`config.mk`:
```
export PLATFORM = sky130hd
export DESIGN_NAME = fe_wide_queue
export DESIGN_NICKNAME = d
export VERILOG_FILES = /design/src/rtl/qu_common.sv /design/src/rtl/fe_wide_queue_lane_compact.sv /design/src/rtl/fe_wide_queue.sv
export SDC_FILE = /design/constraint.sdc
export NUM_CORES = 2
export LEC_CHECK = 0
export ABC_CLOCK_PERIOD_IN_PS = 9740
export BUFFER_PORTS_ARGS = -buffer_cell sky130_fd_sc_hd__buf_2
export CAP_MARGIN = 20
export CORE_AREA = 2 2 339 341
export CTS_CLUSTER_DIAMETER = 100
export DETAILED_ROUTE_END_ITERATION = 7
export DIE_AREA = 0 0 341 343
export PLACE_DENSITY = 0.72
export SLEW_MARGIN = 0
export SYNTH_ARGS = -nofsm -noshare
export SYNTH_HDL_FRONTEND = slang
export SYNTH_SLANG_ARGS = --single-unit
```
`constraint.sdc`:
```
create_clock -name clk -period 9.74 [get_ports clk]
set_input_delay 1.461 -clock clk [delete_from_list [all_inputs] [get_ports clk]]
set_output_delay 1.461 -clock clk [all_outputs]
set_load 0.05 [all_outputs]
```
`src/rtl/qu_common.sv`:
```
// qu_common: shared front-end queue defaults, widths and index types.
// Latency: n/a (declarations only).
// Backpressure: n/a.
package qu_common;

    localparam int QU_INSTR_WIDTH    = 32;
    localparam int QU_PC_WIDTH       = 32;

    localparam int QU_FE_ENQ_LANES   = 2;
    localparam int QU_FE_DEQ_LANES   = 2;
    localparam int QU_FE_QUEUE_DEPTH = 16;

    // Index into a default-depth front-end queue.
    localparam int QU_FE_PTR_W = (QU_FE_QUEUE_DEPTH > 1) ? $clog2(QU_FE_QUEUE_DEPTH) : 1;
    typedef logic [QU_FE_PTR_W-1:0] fe_q_ptr_t;

endpackage

```
`src/rtl/fe_wide_queue_lane_compact.sv`:
```
// lane_compact: popcount and exclusive prefix-sum of a sparse lane-valid mask.
// Latency: purely combinational.
// Backpressure: none; the caller decides whether the group is accepted.
module lane_compact #(
    parameter int ENQ_LANES = 2,
    localparam int OFF_W = $clog2(ENQ_LANES + 1)
) (
    input  logic [ENQ_LANES-1:0]       valid,
    output logic [ENQ_LANES*OFF_W-1:0] offset,
    output logic [OFF_W-1:0]           total
);

    // Each lane's write offset is the number of valid lanes below it.
    always_comb begin
        logic [OFF_W-1:0] acc;
        acc    = '0;
        offset = '0;
        for (int i = 0; i < ENQ_LANES; i++) begin
            offset[i*OFF_W +: OFF_W] = acc;
            acc = acc + OFF_W'(valid[i]);
        end
        total = acc;
    end

endmodule

```
`src/rtl/fe_wide_queue.sv`:
```
// fe_wide_queue: multi-lane compacting queue between front-end stages (optional QU_FE_QUEUE_BYPASS_EN).
// Latency: enqueue visible on deq_* next cycle; 0 cycles when empty with QU_FE_QUEUE_BYPASS_EN.
// Backpressure: enq_ready from registered count only; a group is accepted whole or dropped.
module fe_wide_queue
    import qu_common::*;
#(
    parameter int DATA_WIDTH = QU_INSTR_WIDTH + QU_PC_WIDTH,
    parameter int DEPTH      = QU_FE_QUEUE_DEPTH,
    parameter int ENQ_LANES  = QU_FE_ENQ_LANES,
    parameter int DEQ_LANES  = QU_FE_DEQ_LANES,
    localparam int CNT_W     = $clog2(DEPTH + 1),
    localparam int TAKE_W    = $clog2(DEQ_LANES + 1)
) (
    input  logic                            clk,
    input  logic                            rst,
    input  logic                            flush,
    input  logic [ENQ_LANES-1:0]            enq_valid,
    input  logic [ENQ_LANES*DATA_WIDTH-1:0] enq_data,
    output logic                            enq_ready,
    output logic [DEQ_LANES-1:0]            deq_valid,
    output logic [DEQ_LANES*DATA_WIDTH-1:0] deq_data,
    input  logic [TAKE_W-1:0]               deq_take,
    output logic [CNT_W-1:0]                count,
    output logic                            empty,
    output logic                            full,
    output logic                            underflow_err
);

    localparam int PTR_W = (DEPTH > 1) ? $clog2(DEPTH) : 1;
    localparam int OFF_W = $clog2(ENQ_LANES + 1);
    localparam int SUM_W = CNT_W + 1;

    // Pointer increment modulo DEPTH; inc never exceeds DEPTH so one correction suffices.
    function automatic logic [PTR_W-1:0] ptr_add(input logic [PTR_W-1:0] p,
                                                 input logic [CNT_W-1:0] inc);
        logic [SUM_W-1:0] s;
        s = SUM_W'(p) + SUM_W'(inc);
        if (s >= SUM_W'(DEPTH)) begin
            s = s - SUM_W'(DEPTH);
        end
        return s[PTR_W-1:0];
    endfunction

    logic [PTR_W-1:0]           head, tail, head_n, tail_n;
    logic [CNT_W-1:0]           cnt, cnt_n;
    logic [CNT_W-1:0]           n_acc, vis, vis_lanes, take_req, eff_take;
    logic                       fire, over, uerr;
    logic [ENQ_LANES*OFF_W-1:0] offs;
    logic [OFF_W-1:0]           pop;
    logic [ENQ_LANES-1:0]       wr_en;
    logic [PTR_W-1:0]           wr_addr [ENQ_LANES];
    logic [DATA_WIDTH-1:0]      mem [DEPTH];

    lane_compact #(
        .ENQ_LANES (ENQ_LANES)
    ) u_compact (
        .valid  (enq_valid),
        .offset (offs),
        .total  (pop)
    );

    // Room for a full group is judged on registered occupancy, so freed slots reopen next cycle.
    assign enq_ready = (SUM_W'(cnt) + SUM_W'(ENQ_LANES)) <= SUM_W'(DEPTH);
    assign fire      = enq_ready && (|enq_valid) && !flush;
    assign n_acc     = fire ? CNT_W'(pop) : '0;

`ifdef QU_FE_QUEUE_BYPASS_EN
    logic byp;
    assign byp = fire && (cnt == '0);
    assign vis = byp ? n_acc : cnt;
`else
    assign vis = cnt;
`endif

    // Consumer may take at most what is presented; anything more is clamped and flagged.
    assign vis_lanes = (vis > CNT_W'(DEQ_LANES)) ? CNT_W'(DEQ_LANES) : vis;
    assign take_req  = CNT_W'(deq_take);
    assign over      = !flush && (take_req > vis_lanes);
    assign eff_take  = flush ? '0 : (over ? vis_lanes : take_req);

    // Next pointers and occupancy; enqueue and dequeue apply in the same cycle.
    always_comb begin
        head_n = ptr_add(head, eff_take);
        tail_n = ptr_add(tail, n_acc);
        cnt_n  = cnt + n_acc - eff_take;
    end

    // Control state; flush empties the queue but leaves the sticky error alone.
    always_ff @(posedge clk) begin
        if (rst) begin
            head <= '0;
            tail <= '0;
            cnt  <= '0;
            uerr <= 1'b0;
        end else if (flush) begin
            head <= '0;
            tail <= '0;
            cnt  <= '0;
        end else begin
            head <= head_n;
            tail <= tail_n;
            cnt  <= cnt_n;
            uerr <= uerr | over;
        end
    end

    // Valid lanes land at tail + compacted offset; bypass-consumed entries are never stored.
    always_comb begin
        for (int i = 0; i < ENQ_LANES; i++) begin
            wr_en[i]   = fire && enq_valid[i];
            wr_addr[i] = ptr_add(tail, CNT_W'(offs[i*OFF_W +: OFF_W]));
`ifdef QU_FE_QUEUE_BYPASS_EN
            if (byp && (CNT_W'(offs[i*OFF_W +: OFF_W]) < eff_take)) begin
                wr_en[i] = 1'b0;
            end
`endif
        end
    end

    // Storage array is deliberately not reset; only occupancy qualifies its contents.
    always_ff @(posedge clk) begin
        for (int i = 0; i < ENQ_LANES; i++) begin
            if (wr_en[i]) begin
                mem[wr_addr[i]] <= enq_data[i*DATA_WIDTH +: DATA_WIDTH];
            end
        end
    end

    // Read lanes present the oldest entries from head, as a thermometer of occupancy.
    always_comb begin
        deq_data  = '0;
        deq_valid = '0;
        for (int j = 0; j < DEQ_LANES; j++) begin
            deq_valid[j] = vis > CNT_W'(j);
            deq_data[j*DATA_WIDTH +: DATA_WIDTH] = mem[ptr_add(head, CNT_W'(j))];
`ifdef QU_FE_QUEUE_BYPASS_EN
            if (byp) begin
                for (int i = 0; i < ENQ_LANES; i++) begin
                    if (enq_valid[i] && (CNT_W'(offs[i*OFF_W +: OFF_W]) == CNT_W'(j))) begin
                        deq_data[j*DATA_WIDTH +: DATA_WIDTH] = enq_data[i*DATA_WIDTH +: DATA_WIDTH];
                    end
                end
            end
`endif
        end
    end

    assign count         = cnt;
    assign empty         = (cnt == '0);
    assign full          = (cnt == CNT_W'(DEPTH));
    assign underflow_err = uerr;

endmodule

```
==> results_dict.tcl <==
set metrics [dict create \
    die-area_mm2 0.1170 \
    drv_slew 0 \
    crit_arrival_ps 4950 \
    clock.fmax_mhz 155.9 \
    p_sw_share_pct 28.46 \
    initial_core_util_pct 54.43 \
    clock-sinks 1038 \
    cts_tree "yes" \
    synth_cells 3395 \
    netlist_area_mm2 0.06173 \
    portBuffers 273 \
    grt_overflow 0 \
    worst_hold_slack_ps 458.2 \
    cts_resized 0 \
    peakVddDrop_mv 0.2302 \
    drcViolationCount 0 \
    drt_first_pass_iters 5 \
    area_growth_pct 8.821 \
    cap_violations 0 \
    p_sw_mw 3.345 \
    via_count 35999 \
    path_clk_slew_ps 60 \
    n_fill_cell 8215 \
    clock_path_buffers 3 \
    cts_max_level 3 \
    start_kind "flip-flop" \
    ys_ff_latch 1038 \
    drt_iter0_markers 4540 \
    synthSimpleGateAreaFrac_pct 1.922 \
    p_clk_share_pct 35.6 \
    gp_congestion 0.8422 \
    fin_crit_ps 6413 \
    critPathCaptureType "output port" \
    period_share_pct 65.84 \
    vias_per_cell 7.071 \
    grt_max_degree 157 \
    avgSynthCellArea_um2 18.18 \
    intPower_mw 8.406 \
    drtAntennaViolNets 0 \
    synth_cell_type_count 54 \
    setup-tns-final_ps 0 \
    multi_input_area_mm2 0.02858 \
    p_seq_share_pct 43.0 \
    cts_buffers 112 \
    synthTopCellsByArea "edfxtp_1 50%, mux4_2 23%, mux2_2 10%, mux2_4 7.2%, mux2_1 2.1%" \
    io_pins 274 \
    setup_viol 0 \
    synth-edff-count 1024 \
    synthAdderAreaFrac_pct 0.5757 \
    post_cts_buffers 0 \
    clk_latency_ps 710 \
    synth_top_family_by_area "multiplexers" \
    combinationalPowerShare_pct 21.4 \
    synthArstFlopShare_pct 0 \
    antenna_found_initial 31 \
    worst_pin_slew_ps 1261 \
    final_hold_viol_count 0 \
    rsz0062_at_grt "no" \
    crit_fanout 66 \
    synth_xor_area_share_pct 0.2412 \
    path_class "reg2out" \
    hold_class "reg2reg" \
    wl_per_cell_um 35.98 \
    grt_pass1_wl_um 263500 \
    core_area_mm2 0.1134 \
    status "complete, no violations" \
    p_leak_nw 22.60 \
    max_slew_margin_pct 15.94 \
    synth_warnings 0 \
    grt_pass1_vias 37176 \
    fin_skew_ps 22.10 \
    cts_hold_buf 0 \
    p_per_area_mw_per_mm2 174.9 \
    synth_flop_cell "edfxtp_1" \
    nets 3630 \
    die_w_um 341 \
    yosys.area.top_type "edfxtp_1" \
    post-synth-top-area-fraction_pct 49.81 \
    crit_required_ps 8280 \
    totalWireLength_um 183200 \
    synth_compound_area_share_pct 0.3892 \
    grt_use_total_pct 31.31 \
    synth.area.mux_share_pct 42.69 \
    dp_hpwl_um 99890 \
    cts-root-buf "clkbuf_16" \
    netlist_top_cells_count "1,024 x edfxtp_1, 640 x mux4_2, 551 x mux2_2" \
    seqCellArea_mm2 0.03104 \
    rows 124 \
    drive_gt1_share_pct 57.28 \
    die_h_um 343 \
    synth_most_common_cell "edfxtp_1" \
    yosysSeqAreaShare_pct 50.27 \
]
==> final cells by class <==
| type | count | area share (%) |
|---|---|---|
| Clock buffer | 148 | 4.636 |
| Clock inverter | 60 | 0.6482 |
| Antenna cell | 16 | 0.05960 |
| Sequential cell | 1038 | 46.22 |
| Timing Repair Buffer | 349 | 2.969 |
| Tap cell | 1512 | 2.816 |
| Inverter | 19 | 0.1062 |
| Multi-Input combinational cell | 1949 | 42.55 |
==> power by group through the flow <==
stage | Sequential, mW | Clock [mW] | Combinational (mW)
3_3_place_gp | 5.14 | 0 | 2.45
2_1_floorplan | 5.14 | 0 | 1.91
3_5_place_dp | 5.15 | 0 | 2.50
6_report | 5.06 | 4.18 | 2.51
5_1_grt | 5.06 | 4.38 | 2.63
4_1_cts | 5.06 | 4.21 | 2.51
==> logic make-up after synthesis <==
| family | after synthesis |
|---|---|
| adder cells (fa/ha/maj) | 26 |
| buffers and inverters | 409 |
| XOR/XNOR | 14 |
| flip-flops | 1038 |
| AND/OR/NAND/NOR | 271 |
| multiplexers | 1602 |
| other | 2 |
| AO/OA/AOI/OAI | 33 |
==> flip-flops by register name, summed over array words and instances (netlist names) <==
register,count
head,4
mem,1024
count,5
underflow_err,1
tail,4
==> stage by stage <==
stage               instances  utilization, %  instance area, um^2  setup WS [ps]  total power [mW]
finish                   5091           59.23                67170           3327             11.75
CTS                      5074           59.17                67110           3286             11.78
floorplan                3396               -                61730           2202             7.049
detailed placement       4866           56.04                63560           4015             7.652
global placement         4866           56.04                63560           4083             7.592
global route             5082           59.21                67150           3106             12.07
==> cell usage in the layout, fill, tap and decap left out, types with 7 or more instances in the layout <==
master     synthesis  layout
nor2_1            25      25
nand2_1          196     196
edfxtp_1        1024    1024
buf_4             28      72
mux2_4           294     294
clkbuf_16          0     117
clkbuf_8           0       7
ha_1              22      21
inv_1             19      19
mux2_1           116     116
clkinv_2           0      27
o21ai_4            0       7
o21bai_4           0       8
mux2_2           551     551
clkinv_1           0      23
clkbuf_1         133      24
mux4_2           640     640
diode_2            0      16
buf_2             82     273
dfxtp_1           14      10
==> worst paths after layout <==
kind | from | end | slack [ps] | depth (start not counted)
setup reg to reg | count[1] | mem[10][40] | 4560 | 9
setup / recovery | head[0] | deq_data[64] | 3330 | 5
hold reg to reg | underflow_err | underflow_err | 460 | 2
hold / removal | underflow_err | underflow_err | 460 | 2
==> routing by layer <==
layer  GRT usage, %  vias up  share of wire (%)
li1               -    14195                  -
met1          41.32    19053                 37
met2          51.08     2288                 49
met3          7.153      439                 11
met4          11.77       24                3.6
met5              0        -              0.079
==> worst max-delay path: stages, from the launching register on <==
cell     delay [ps]
dfxtp_4         980
ha_4           1030
buf_4           870
mux4_2          410
mux4_2          590
buf_2           260
No activity file was read; power rests on OpenSTA's default activity.
